`config.mk`:
```
export PLATFORM = sky130hd
export DESIGN_NAME = slip_multi_ch_dumper
export DESIGN_NICKNAME = d
export VERILOG_FILES = /design/src/rtl/slip_multi_ch_dumper.sv
export SDC_FILE = /design/constraint.sdc
export NUM_CORES = 1
export LEC_CHECK = 0
export CAP_MARGIN = 20
export CORE_MARGIN = 2
export CORE_UTILIZATION = 50
export DETAILED_ROUTE_END_ITERATION = 12
export PLACE_DENSITY_LB_ADDON = 0.12
export SLEW_MARGIN = 0
export SYNTH_ARGS = -nofsm -noshare
export SYNTH_HDL_FRONTEND = slang
export SYNTH_SLANG_ARGS = --single-unit
```
`constraint.sdc`:
```
create_clock -name clk -period 2.9 [get_ports clk]
set_clock_uncertainty 0.05 [all_clocks]
set_input_delay 0.435 -clock clk [delete_from_list [all_inputs] [get_ports clk]]
set_output_delay 0.435 -clock clk [all_outputs]
set_load 0.01 [all_outputs]
```
`src/rtl/slip_multi_ch_dumper.sv`:
```
// rtl/slip_multi_ch_dumper.sv - snapshot NUM_CH channels on a strobe and serialise them as one SLIP frame
//
// Purpose:
//   On an eligible sample strobe, capture all channels and feed them to slip_tx one byte at a
//   time. Bytes go LSB first, channel 0 first. Strobes are decimated by DECIM. Eligible strobes
//   that arrive while a frame is in flight are counted in a saturating drop counter.
//   Optional macro FRAME_SEQ_EN prepends an 8-bit frame sequence number to every frame.
//
// Ports:
//   clk, reset        clock, synchronous active-high reset
//   i_sample_vld      1-cycle strobe, i_samples valid
//   i_samples         channel k at [k*CH_WIDTH +: CH_WIDTH]
//   o_slip_start      1-cycle pulse, open frame
//   o_slip_end        1-cycle pulse, close frame
//   o_slip_dv         1-cycle pulse, o_slip_byte valid
//   o_slip_byte       payload byte
//   i_slip_byte_done  1-cycle pulse from slip_tx, previous item accepted
//   o_busy            high whenever a frame is in flight
//   o_drop_cnt        saturating count of eligible strobes dropped while busy

module slip_multi_ch_dumper #(
    parameter int NUM_CH   = 3,
    parameter int CH_WIDTH = 16,
    parameter int DECIM    = 1
) (
    input  logic                       clk,
    input  logic                       reset,
    input  logic                       i_sample_vld,
    input  logic [NUM_CH*CH_WIDTH-1:0] i_samples,
    output logic                       o_slip_start,
    output logic                       o_slip_end,
    output logic                       o_slip_dv,
    output logic [7:0]                 o_slip_byte,
    input  logic                       i_slip_byte_done,
    output logic                       o_busy,
    output logic [15:0]                o_drop_cnt
);

    localparam int BPC       = (CH_WIDTH + 7) / 8;
    localparam int PAY_BYTES = NUM_CH * BPC;
`ifdef FRAME_SEQ_EN
    localparam int NBYTES    = PAY_BYTES + 1;
`else
    localparam int NBYTES    = PAY_BYTES;
`endif
    localparam int IDX_W     = $clog2(NBYTES + 1);
    localparam logic [IDX_W-1:0] NBYTES_IDX = IDX_W'(NBYTES);
    localparam logic [15:0]      DCNT_MAX   = 16'(DECIM - 1);

    typedef enum logic [1:0] {
        IDLE     = 2'd0,
        SEND     = 2'd1,
        END_WAIT = 2'd2
    } state_t;

    state_t                 state;
    state_t                 state_next;
    logic [PAY_BYTES*8-1:0] snap;
    logic [PAY_BYTES*8-1:0] snap_in;
    logic [IDX_W-1:0]       idx;
    logic [15:0]            dcnt;
    logic                   eligible;
    logic                   more_bytes;
    logic                   start_next;
    logic                   dv_next;
    logic                   end_next;
    logic [7:0]             byte_next;
    logic [7:0]             cur_byte;

    // Each channel occupies a whole number of bytes; unused top bits stay zero.
    always_comb begin
        snap_in = '0;
        for (int k = 0; k < NUM_CH; k++) begin
            snap_in[k*BPC*8 +: CH_WIDTH] = i_samples[k*CH_WIDTH +: CH_WIDTH];
        end
    end

`ifdef FRAME_SEQ_EN
    logic [7:0]       seq;
    logic [IDX_W-1:0] pay_idx;

    // Byte 0 of the frame is the sequence number, so payload indices are shifted by one.
    assign pay_idx  = idx - IDX_W'(1);
    assign cur_byte = (idx == '0) ? seq : 8'(snap >> {pay_idx, 3'b000});
`else
    assign cur_byte = 8'(snap >> {idx, 3'b000});
`endif

    assign eligible   = i_sample_vld && (dcnt == '0);
    assign more_bytes = (idx < NBYTES_IDX);

    // State register and datapath registers
    always_ff @(posedge clk) begin
        if (reset) begin
            state        <= IDLE;
            snap         <= '0;
            idx          <= '0;
            dcnt         <= '0;
            o_drop_cnt   <= '0;
            o_slip_start <= 1'b0;
            o_slip_end   <= 1'b0;
            o_slip_dv    <= 1'b0;
            o_slip_byte  <= '0;
`ifdef FRAME_SEQ_EN
            seq          <= '0;
`endif
        end else begin
            state        <= state_next;
            o_slip_start <= start_next;
            o_slip_end   <= end_next;
            o_slip_dv    <= dv_next;
            o_slip_byte  <= byte_next;

            if (i_sample_vld) begin
                dcnt <= (dcnt == DCNT_MAX) ? '0 : dcnt + 16'd1;
            end

            if (start_next) begin
                snap <= snap_in;
                idx  <= '0;
            end else if (dv_next) begin
                idx  <= idx + IDX_W'(1);
            end

            // Any state other than IDLE is busy, including the END_WAIT cycle where done arrives.
            if (eligible && (state != IDLE) && (o_drop_cnt != 16'hFFFF)) begin
                o_drop_cnt <= o_drop_cnt + 16'd1;
            end

`ifdef FRAME_SEQ_EN
            if (end_next) begin
                seq <= seq + 8'd1;
            end
`endif
        end
    end

    // Next-state logic
    always_comb begin
        state_next = state;
        case (state)
            IDLE:     if (eligible) state_next = SEND;
            SEND:     if (i_slip_byte_done && !more_bytes) state_next = END_WAIT;
            END_WAIT: if (i_slip_byte_done) state_next = IDLE;
            default:  state_next = IDLE;
        endcase
    end

    // Output logic: values the pulse registers take on the next edge
    always_comb begin
        start_next = 1'b0;
        dv_next    = 1'b0;
        end_next   = 1'b0;
        byte_next  = 8'h00;
        o_busy     = (state != IDLE);
        case (state)
            IDLE: begin
                start_next = eligible;
            end
            SEND: begin
                if (i_slip_byte_done) begin
                    if (more_bytes) begin
                        dv_next   = 1'b1;
                        byte_next = cur_byte;
                    end else begin
                        end_next  = 1'b1;
                    end
                end
            end
            default: begin
            end
        endcase
    end

endmodule
```
==> flow_metrics.py <==
metrics = {
    "timing": {
        "hold_viol": 0,
        "finalWorstSetupSlack_ns": 0.502,
        "rsz0062_at_grt": "false",
        "report.final.slew_viol_count": 0,
        "tightestPinTransition_ns": 1.05,
        "timing.fmax_mhz": 417,
        "setup_violations": 0,
        "relSlewSlack": 0.302,
        "fin_setup_tns_ns": 0,
        "fin_crit_ns": 2.40,
        "fin_crit_sh": 0.827,
    },
    "critical_path": {
        "cp_slowest_stage_delay_ns": 0.53,
        "r2r-end": "snap[27]$_SDFFE_PP0P_",
        "start_kind": "flip-flop",
        "timing.rr.start": "dcnt[0]$_SDFFE_PP0P_",
        "rrSetupSlack_ns": 0.53,
        "critical_path_required_ns": 2.41,
        "cp.arrival_ns": 1.91,
        "path_buf_inv": 2,
        "cp_slowest_cell": "nor2_1",
        "worstPathCellList": "nor2_1, inv_2, clkdlybuf4s50_1",
        "critPathCaptureType": "output pin",
        "cp_top_family": "buffers and inverters",
        "crit_fanout": 9,
        "rr_worst_depth": 8,
        "critPathKind": "reg -> out",
    },
    "drt": {
        "wl_mm": 8.05,
        "drcViolationCount": 0,
        "avgRoutedWirePerCell_um": 14.6,
        "drt_first_pass_iters": 4,
        "num_vias": 3057,
        "via_per_inst": 5.55,
        "ant_nets": 0,
        "initialDrtViolationCount": 86,
    },
    "global_route": {
        "overflow": 0,
        "grt_max_degree": 50,
        "antenna_found_initial": 0,
        "track_usage": 0.195,
        "grt_pass1_wl_mm": 13.4,
        "grt_pass1_vias": 2879,
    },
    "clock_network": {
        "cts_tree": "done",
        "clk_path_buf_depth": 2,
        "cts_buffers": 9,
        "clk_pin_slew_worst_paths_ns": 0.09,
        "cts.hold.buffers_added": 0,
        "cts_resized": 0,
        "post_cts_buffers": 0,
        "cts_num_sinks": 96,
        "cts-root-buf": "clkbuf_8",
        "insertion_delay_ns": 0.35,
        "h-tree-depth": 3,
    },
    "synthesis": {
        "synth_xor_area_frac": 0.0523,
        "netlist_instances": 371,
        "async_reset_ff_frac": 0,
        "synth_top_family_by_area": "simple AND/OR/NAND/NOR gates",
        "synth_edf_count": 0,
        "synth_seq_cells": 96,
        "syn_area_um2": 3850,
        "synthFlopType": "dfxtp_1",
        "ys_seq_area_frac": 0.499,
        "synthSimpleGateAreaFrac": 0.167,
        "synth_fa_ha_area_frac": 0.0130,
        "synth_cell_type_count": 41,
        "synth_nets": 427,
        "synth_compound_area_frac": 0.157,
        "ys_warn_count": 0,
        "muxShareOfSynthArea": 0.0809,
        "syn_area_per_cell_um2": 10.4,
    },
    "finish": {
        "multiInputGateArea_um2": 1820,
        "drive_gt1_frac": 0.104,
        "area_growth_pct": 28.3,
        "final_util": 0.670,
        "fillers": 591,
        "final_cell_count_no_fill": 551,
        "antenna_cells": 0,
        "ff_latch_area_um2": 1920,
        "final_nets": 503,
    },
    "placed_design": {
        "place.gp.congestion": 0.784,
        "io_buffers": 79,
        "place_ws_ns": 0.292,
        "dpl.hpwl_mm": 5.55,
        "dp.cells": 535,
    },
    "worst_hold_path": {
        "hp-start": "snap[28]$_SDFFE_PP0P_",
        "min_path_type": "reg -> reg",
        "hold_depth": 1,
        "min_to": "snap[28]$_SDFFE_PP0P_",
    },
    "pwr": {
        "p_per_area_nw_per_um2": 500,
        "p_leak_nw": 1.78,
        "vdd_drop_max_mv": 0.436,
    },
    "die": {
        "die-area_um2": 8420,
        "row_count": 31,
        "die_h_um": 91.8,
        "pin_count": 80,
        "core_um2": 7370,
        "die_w_um": 91.8,
        "initial_utilization": 0.522,
    },
    "job": {
        "maxCapViolCount": 0,
    },
    "status": {
        "status": "finished, final reports clean",
    },
}
[kinds of logic (layout without fill, tap and decap cells)]
logic type | after synthesis | in the layout
DFF | 96 | 96
AOI/OAI and AO/OA | 74 | 74
muxes | 20 | 20
and+or+nand+nor | 124 | 124
buffers and inverters | 30 | 111
xor gates and xnor gates | 23 | 23
adders and majority gates | 4 | 4
[synthesized netlist by cell type, drive strengths merged, types with 8 or more instances]
cell,n,share of area
mux2,9,0.026
nor3,10,0.014
nand4,10,0.016
clkbuf,13,0.013
nor2,45,0.044
nand3,12,0.016
nor4,11,0.021
a22o,48,0.11
nand2,14,0.014
buf,9,0.010
xor2,8,0.018
mux4,8,0.047
a22oi,8,0.016
xnor2,15,0.034
dfxtp,96,0.50
[power by group]
| group | switching [mW] | leakage (nW) | internal, mW | total, mW |
|---|---|---|---|---|
| sequential | 0.0365 | 0.781 | 1.37 | 1.41 |
| clock | 0.470 | 0.0879 | 0.321 | 0.791 |
| combinational | 0.111 | 0.908 | 0.159 | 0.269 |
| total | 0.617 | 1.78 | 1.85 | 2.47 |
[placed cells by master, fill, tap and decap left out, drive strengths merged, types with 9 or more instances in the layout]
master / count
nand2: 14
nand3: 12
a22o: 48
nor3: 10
inv: 10
clkbuf: 9
dfxtp: 96
xnor2: 15
nor2: 45
nor4: 11
mux2: 9
clkdlybuf4s50: 79
nand4: 10
[sequential cells by signal, summed over array words and instances, names as in the netlist]
register,cells
o_drop_cnt,16
o_slip_end,1
o_slip_start,1
o_slip_dv,1
snap,48
state,2
dcnt,16
o_slip_byte,8
idx,3
[worst max path at each step]
stage                                     start                         end  slack, ns  cells after the start
after floorplan            dcnt[0]$_SDFFE_PP0P_  o_drop_cnt[9]$_SDFFE_PP0P_       0.83                      8
after global placement             i_sample_vld       snap[17]$_SDFFE_PP0P_       0.34                      7
after detailed placement           i_sample_vld        snap[9]$_SDFFE_PP0P_       0.29                      7
after CTS                 state[1]$_SDFFE_PP0P_                      o_busy       0.49                      3
after global routing       dcnt[0]$_SDFFE_PP0P_        snap[3]$_SDFFE_PP0P_       0.32                      8
final                     state[1]$_SDFFE_PP0P_                      o_busy       0.50                      3
[per-layer routing]
metal | track usage | vias to the layer above | wire, um
met5 | 0 | - | 0
met4 | 0.0410 | 0 | 63
met3 | 0.0526 | 4 | 422
met2 | 0.300 | 85 | 3720
met1 | 0.276 | 1448 | 3840
li1 | - | 1520 | -
[through the flow]
step / hold WS, ns / area [um^2] / power, mW
after floorplan: 0.393 / 3850 / 1.58
after global placement: 0.405 / 4760 / 1.71
after detailed placement: 0.407 / 4760 / 1.71
after CTS: 0.433 / 4940 / 2.49
after global routing: 0.445 / 4940 / 2.58
final: 0.434 / 4940 / 2.47
[layout make-up]
cell class | count | area share
clock buffer | 9 | 0.0251
clock inverter | 7 | 0.0109
inverter | 8 | 0.00608
timing repair buffer | 87 | 0.175
tap | 99 | 0.0251
multi-input combinational | 245 | 0.369
sequential | 96 | 0.389
Note: power is estimated with default switching activity, not from simulation.
